**src/rtl/divider_8_req_sequencer_pkg.sv**
```systemverilog
// ---------------------------------------------------------------------------
// divider_8_req_sequencer_pkg
// Shared definitions for the divider request sequencer: FSM state encoding,
// result error codes and a helper that classifies the divider wait states.
// ---------------------------------------------------------------------------
package divider_8_req_sequencer_pkg;

    typedef enum logic [2:0] {
        ST_IDLE   = 3'd0,
        ST_ARM    = 3'd1,
        ST_START  = 3'd2,
        ST_WAIT   = 3'd3,
        ST_ACK    = 3'd4,
        ST_RESULT = 3'd5
    } seq_state_e;

    localparam logic [1:0] RES_ERR_OK      = 2'b00;
    localparam logic [1:0] RES_ERR_DIV0    = 2'b01;
    localparam logic [1:0] RES_ERR_TIMEOUT = 2'b10;

    // States in which the sequencer is waiting on the divider and the
    // watchdog must run.
    function automatic logic is_div_wait(input seq_state_e s);
        return (s == ST_ARM) || (s == ST_START) || (s == ST_WAIT) || (s == ST_ACK);
    endfunction

endpackage

```
**src/rtl/divider_8_req_sequencer_watchdog.sv**
```systemverilog
// ---------------------------------------------------------------------------
// div_watchdog
// Counts cycles spent in a divider wait state and flags expiry once the count
// reaches TIMEOUT_CYCLES.
//   ClkPort  in  clock
//   Reset    in  asynchronous active-high reset
//   clr      in  clear count (has priority over en)
//   en       in  count this cycle
//   expired  out count has reached TIMEOUT_CYCLES
// ---------------------------------------------------------------------------
module div_watchdog #(
    parameter int TIMEOUT_CYCLES = 4096,
    parameter int TO_W           = 13
) (
    input  logic ClkPort,
    input  logic Reset,
    input  logic clr,
    input  logic en,
    output logic expired
);

    localparam logic [TO_W-1:0] LIMIT = TO_W'(TIMEOUT_CYCLES);

    logic [TO_W-1:0] cnt_q;
    logic [TO_W-1:0] cnt_d;

    assign expired = (cnt_q == LIMIT);

    // Hold at the limit so the count can never wrap back below it.
    always_comb begin
        cnt_d = cnt_q;
        if (clr) begin
            cnt_d = '0;
        end else if (en && !expired) begin
            cnt_d = cnt_q + 1'b1;
        end
    end

    always_ff @(posedge ClkPort or posedge Reset) begin
        if (Reset) begin
            cnt_q <= '0;
        end else begin
            cnt_q <= cnt_d;
        end
    end

endmodule

```
**src/rtl/divider_8_req_sequencer.sv**
```systemverilog
// ---------------------------------------------------------------------------
// divider_8_req_sequencer
// Feeds operand pairs to the 8-bit PicoBlaze divider through its Xin/Yin,
// Start/Ack level handshake and returns Quotient/Remainder on a valid/ready
// result port. Y=0 is answered locally; every divider wait is watchdogged.
//   ClkPort, Reset                 clock, async active-high reset
//   op_valid/op_ready/op_x/op_y    operand request interface
//   Xin, Yin, Start, Ack           outputs to the divider
//   Qi, Qd, Done, Quotient, Remainder  inputs from the divider
//   res_valid/res_ready/res_quotient/res_remainder/res_err  result interface
// ---------------------------------------------------------------------------
module divider_8_req_sequencer
    import divider_8_req_sequencer_pkg::*;
#(
    parameter int TIMEOUT_CYCLES = 4096,
    parameter int TO_W           = 13
) (
    input  logic       ClkPort,
    input  logic       Reset,
    input  logic       op_valid,
    input  logic [7:0] op_x,
    input  logic [7:0] op_y,
    output logic       op_ready,
    output logic [7:0] Xin,
    output logic [7:0] Yin,
    output logic       Start,
    output logic       Ack,
    input  logic       Qi,
    input  logic       Qd,
    input  logic       Done,
    input  logic [7:0] Quotient,
    input  logic [7:0] Remainder,
    output logic       res_valid,
    input  logic       res_ready,
    output logic [7:0] res_quotient,
    output logic [7:0] res_remainder,
    output logic [1:0] res_err
);

    seq_state_e state_q, state_d;
    logic [7:0] xin_q, xin_d;
    logic [7:0] yin_q, yin_d;
    logic       start_q, start_d;
    logic       ack_q, ack_d;
    logic       res_valid_q, res_valid_d;
    logic [7:0] res_quo_q, res_quo_d;
    logic [7:0] res_rem_q, res_rem_d;
    logic [1:0] res_err_q, res_err_d;

    logic wd_clr;
    logic wd_en;
    logic wd_expired;

    // Watchdog restarts on every state change and runs only in divider waits.
    assign wd_clr = (state_d != state_q);
    assign wd_en  = is_div_wait(state_q);

    div_watchdog #(
        .TIMEOUT_CYCLES(TIMEOUT_CYCLES),
        .TO_W          (TO_W)
    ) u_watchdog (
        .ClkPort(ClkPort),
        .Reset  (Reset),
        .clr    (wd_clr),
        .en     (wd_en),
        .expired(wd_expired)
    );

    always_comb begin
        state_d     = state_q;
        xin_d       = xin_q;
        yin_d       = yin_q;
        start_d     = start_q;
        ack_d       = ack_q;
        res_valid_d = res_valid_q;
        res_quo_d   = res_quo_q;
        res_rem_d   = res_rem_q;
        res_err_d   = res_err_q;

        case (state_q)
            ST_IDLE: begin
                if (op_valid) begin
                    xin_d = op_x;
                    yin_d = op_y;
                    if (op_y == 8'd0) begin
                        state_d     = ST_RESULT;
                        res_valid_d = 1'b1;
                        res_quo_d   = 8'hFF;
                        res_rem_d   = op_x;
                        res_err_d   = RES_ERR_DIV0;
                    end else begin
                        state_d = ST_ARM;
                    end
                end
            end
            ST_ARM: begin
                if (Qi) begin
                    state_d = ST_START;
                    start_d = 1'b1;
                end
            end
            ST_START: begin
                // Qi falling means the divider has left its initial state.
                if (!Qi) begin
                    state_d = ST_WAIT;
                    start_d = 1'b0;
                end
            end
            ST_WAIT: begin
                if (Done && Qd) begin
                    state_d   = ST_ACK;
                    ack_d     = 1'b1;
                    res_quo_d = Quotient;
                    res_rem_d = Remainder;
                    res_err_d = RES_ERR_OK;
                end
            end
            ST_ACK: begin
                if (Qi) begin
                    state_d     = ST_RESULT;
                    ack_d       = 1'b0;
                    res_valid_d = 1'b1;
                end
            end
            ST_RESULT: begin
                if (res_ready) begin
                    state_d     = ST_IDLE;
                    res_valid_d = 1'b0;
                end
            end
            default: begin
                state_d     = ST_IDLE;
                start_d     = 1'b0;
                ack_d       = 1'b0;
                res_valid_d = 1'b0;
            end
        endcase

        // Abort overrides whatever the wait state decided this cycle.
        if (wd_expired && is_div_wait(state_q)) begin
            state_d     = ST_RESULT;
            start_d     = 1'b0;
            ack_d       = 1'b0;
            res_valid_d = 1'b1;
            res_quo_d   = 8'h00;
            res_rem_d   = 8'h00;
            res_err_d   = RES_ERR_TIMEOUT;
        end
    end

    always_ff @(posedge ClkPort or posedge Reset) begin
        if (Reset) begin
            state_q     <= ST_IDLE;
            xin_q       <= 8'h00;
            yin_q       <= 8'h00;
            start_q     <= 1'b0;
            ack_q       <= 1'b0;
            res_valid_q <= 1'b0;
            res_quo_q   <= 8'h00;
            res_rem_q   <= 8'h00;
            res_err_q   <= RES_ERR_OK;
        end else begin
            state_q     <= state_d;
            xin_q       <= xin_d;
            yin_q       <= yin_d;
            start_q     <= start_d;
            ack_q       <= ack_d;
            res_valid_q <= res_valid_d;
            res_quo_q   <= res_quo_d;
            res_rem_q   <= res_rem_d;
            res_err_q   <= res_err_d;
        end
    end

    assign op_ready      = (state_q == ST_IDLE);
    assign Xin           = xin_q;
    assign Yin           = yin_q;
    assign Start         = start_q;
    assign Ack           = ack_q;
    assign res_valid     = res_valid_q;
    assign res_quotient  = res_quo_q;
    assign res_remainder = res_rem_q;
    assign res_err       = res_err_q;

endmodule

```
**config.mk**
```make
export PLATFORM = sky130hd
export DESIGN_NAME = divider_8_req_sequencer
export DESIGN_NICKNAME = d
export VERILOG_FILES = /design/src/rtl/divider_8_req_sequencer_pkg.sv /design/src/rtl/divider_8_req_sequencer_watchdog.sv /design/src/rtl/divider_8_req_sequencer.sv
export SDC_FILE = /design/constraint.sdc
export NUM_CORES = 1
export LEC_CHECK = 0
export ABC_CLOCK_PERIOD_IN_PS = 2300
export BUFFER_PORTS_ARGS = -buffer_cell sky130_fd_sc_hd__buf_2
export CELL_PAD_IN_SITES_DETAIL_PLACEMENT = 2
export CELL_PAD_IN_SITES_GLOBAL_PLACEMENT = 2
export CORE_MARGIN = 4
export CORE_UTILIZATION = 31
export DETAILED_ROUTE_END_ITERATION = 8
export PLACE_DENSITY = 0.81
export SKIP_CTS_REPAIR_TIMING = 1
export SKIP_LAST_GASP = 1
export SLEW_MARGIN = 20
export SYNTH_ARGS = -nofsm -noshare
export SYNTH_HDL_FRONTEND = slang
export SYNTH_SLANG_ARGS = --single-unit
```
**constraint.sdc**
```tcl
create_clock -name ClkPort -period 2.3 [get_ports ClkPort]
set_clock_uncertainty 0.1 [all_clocks]
set_input_delay 0.115 -clock ClkPort [delete_from_list [all_inputs] [get_ports ClkPort]]
set_output_delay 0.115 -clock ClkPort [all_outputs]
set_load 0.01 [all_outputs]
```
==> results.md <==
* Placement-stage cell area at 3150 sq um
* Status: complete, but fails checks
* CP top delay family: compound AO/OA/AOI/OAI gates
* GRT overflow at 0
* Clock Pin Slew Worst Setup and Hold Paths at 100 ps
* Layout Utilization at 0.441
* Clock buffer depth at 2
* Routed Antenna Nets at 0
* Crit path largest cell delay at 430 ps
* Post-synth EDFFs at 0
* Final setup vio count at 3
* Total CTS buffers at 5
* Netlist Area Pre-Place at 2600 sq um
* Setup TNS at -61.5 ps
* Crit-path max FO at 26
* Fmax at 429 MHz
* Port bufs at 76
* Final wirelength at 10,300 um
* Syn avg cell area at 10.2 sq um
* FF+latch count, synth at 53
* Post-DP HPWL at 6170 um
* Vias at 2,431
* Dominant cell type by area after synthesis: dfrtp_1
* Post-synthesis sequential area ratio at 0.510
* Slowest cell on the critical path: dfrtp_1
* Core footprint at 8180 sq um
* Max Cap Viol at 0
* Largest net degree at the start of global routing at 33
* Library cells used by synthesis at 47
* Maximum vdd drop at 458 uV
* Hold Path Stages at 3
* CP Cell Sequence: inv_1 > ha_1 > nor4b_4 > nand3_4 > a311o_1 > buf_8 > o31ai_1
* CTS Sinks at 53
* H-tree Lvls at 2
* Endpoints failing hold at 0
* Asr flop ratio synth at 1.00
* Die width at 99.6 um
* Ratio of cells with drive above 1 in the final layout at 0.359
* Ys flop type: dfrtp_1
* WP data required at 2430 ps
* Non-filler cells, final at 473
* Clock latency on the worst-skew pair at 320 ps
* Most numerous cell in the Yosys netlist: dfrtp_1
* Standard-cell rows at 33
* Ys Warns at 0
* Syn_nets at 297
* Setup Crit Path Kind: flop to flop
* Area fraction of the dominant cell type after synthesis at 0.510
* Routability Congestion at 0.801
* Fin crit period at 2330 ps
* DRC viols at 0
* Clock root cell: clkbuf_8
* Failing checks: negative setup slack
* Tightest Hold Check Type: primary input to flop
* Gr usage total at 0.167
* Crit path arrival time at 2460 ps
* Dpl cells at 436
* R2R depth at 7
* Period utilisation layout at 1.01
* Filler cell count at 906
* Ant diodes at 0
* P_leak at 1.75 nW
* Final Cell Area at 3600 sq um
* Vias in the first global route at 2,512
* Antenna violations before repair at 0
* DR iter-0 viols at 85
* IO Pins at 77
* Final slew viol count at 0
* DRT Pass-1 Iters at 4
* Top cells by count, synth: dfrtp_1, nand2_1, nor2_1, mux2_2, inv_1
* Vias per std cell at 5.14
* Worst slack, placed at -103 ps
* Top post-synthesis cells by area: dfrtp_1, mux2_2, nand2_1
* Slew @ Worst Pin at 617 ps
* Startpoint types: flop
* Worst slew margin at 0.586
* Final #Nets at 408
* Initial core utilization at 0.318
* Critical Path Stages at 7
* DIE AREA at 9910 sq um
* Power per cell area at 1180 nW/um^2
* Synthesis-to-finish area growth at 38.7%
* Die Ht at 99.6 um
* CP Capture Type: flop
* First-pass GRT wire length at 13,100 um
* Routed len/inst at 21.8 um
* Post-Syn Instances at 256
* TritonCTS clock tree: built
* WP buf/inv at 2
* Post-route setup slack at -32.3 ps
-- layout make-up --
| class | count | area, sq um | share of cell area |
|---|---|---|---|
| Clock buffer | 5 | 68.8 | 0.0191 |
| Clock inverter | 3 | 43.8 | 0.0122 |
| Inverter | 11 | 41.3 | 0.0115 |
| Multi-Input combinational cell | 179 | 1220 | 0.338 |
| Sequential cell | 53 | 1330 | 0.368 |
| Tap cell | 105 | 131 | 0.0365 |
| Timing Repair Buffer | 117 | 776 | 0.215 |
-- routing by layer --
metal,track usage,share of wire,up-vias,routed length (um)
met5,0,0,-,0
met3,0.0344,0.030,13,307
met1,0.202,0.40,1240,4160
li1,-,-,1122,-
met2,0.302,0.55,56,5710
met4,0.0441,0.014,0,148
-- stage by stage --
| step | hold slack, ps | total power, mW |
|---|---|---|
| 2_1_floorplan | 150 | 2.61 |
| 3_3_place_gp | 88.7 | 3.20 |
| 4_1_cts | -254 | 3.98 |
| 5_1_grt | 6.00 | 4.49 |
| 6_report | 3.01 | 4.24 |
| 3_5_place_dp | 97.8 | 3.30 |
-- cells by family after synthesis --
logic type | synth area share
AND/OR/NAND/NOR | 0.194
flip-flops | 0.510
AO/OA/AOI/OAI | 0.136
buffers and inverters | 0.0409
multiplexers | 0.0693
XOR/XNOR | 0.0404
adder cells (fa/ha/maj) | 0.00963
-- power breakdown --
part           switching [mW]  total, mW  internal [mW]  leakage, nW
clock network           0.351      0.678          0.327       0.0585
registers               0.258       1.51           1.25        0.666
logic                    1.18       2.05          0.866         1.02
-- flip-flops by register name (all words and copies together) (netlist names) --
register / flops
res_valid: 1
Yin: 8
res_remainder: 8
res_err: 2
u_watchdog.cnt_q: 13
Xin: 8
state_q: 3
Start: 1
res_quotient: 8
Ack: 1
-- path summary, 6_finish.rpt --
path                                            startpoint                              end  slack [ps]
min in group asynchronous                            Reset      res_quotient[4]$_DFFE_PP0P_         320
min reg2reg                    res_quotient[6]$_DFFE_PP0P_      res_quotient[6]$_DFFE_PP0P_         390
max reg2reg                u_watchdog.cnt_q[0]$_DFFE_PP0P_      res_quotient[6]$_DFFE_PP0P_         -30
max                        u_watchdog.cnt_q[0]$_DFFE_PP0P_      res_quotient[6]$_DFFE_PP0P_         -30
max in group asynchronous                            Reset  u_watchdog.cnt_q[0]$_DFFE_PP0P_        1210
min                                            Quotient[2]      res_quotient[2]$_DFFE_PP0P_           3
-- cell usage in the layout, fill, tap and decap left out, types with 2 or more instances in the layout --
cell type	Yosys	routed
xnor2_1	6	6
o21ai_0	7	7
a2111o_1	2	2
a2bb2oi_1	2	2
clkbuf_8	0	5
ha_1	2	2
buf_4	0	12
nor3_1	3	2
and2_1	2	2
a41o_1	2	2
nand3_1	9	9
o22ai_1	2	2
a211oi_1	2	2
nand2_1	33	33
nor2_1	31	31
o31ai_1	8	4
mux2_2	16	16
inv_2	1	2
nand4_1	4	4
a21oi_1	6	6
dlygate4sd3_1	0	27
buf_2	1	76
a22oi_1	8	8
nor2b_1	2	2
dfrtp_1	53	53
inv_1	10	9
xor2_1	6	6
and3_1	4	3
o31ai_2	0	4
and4_1	2	2
nor3_2	2	3
-- worst min-delay path, stage by stage --
cell,delay (ps)
buf_2,70
nor2_1,40
o31ai_2,160
Note: power is estimated with default switching activity, not from simulation.
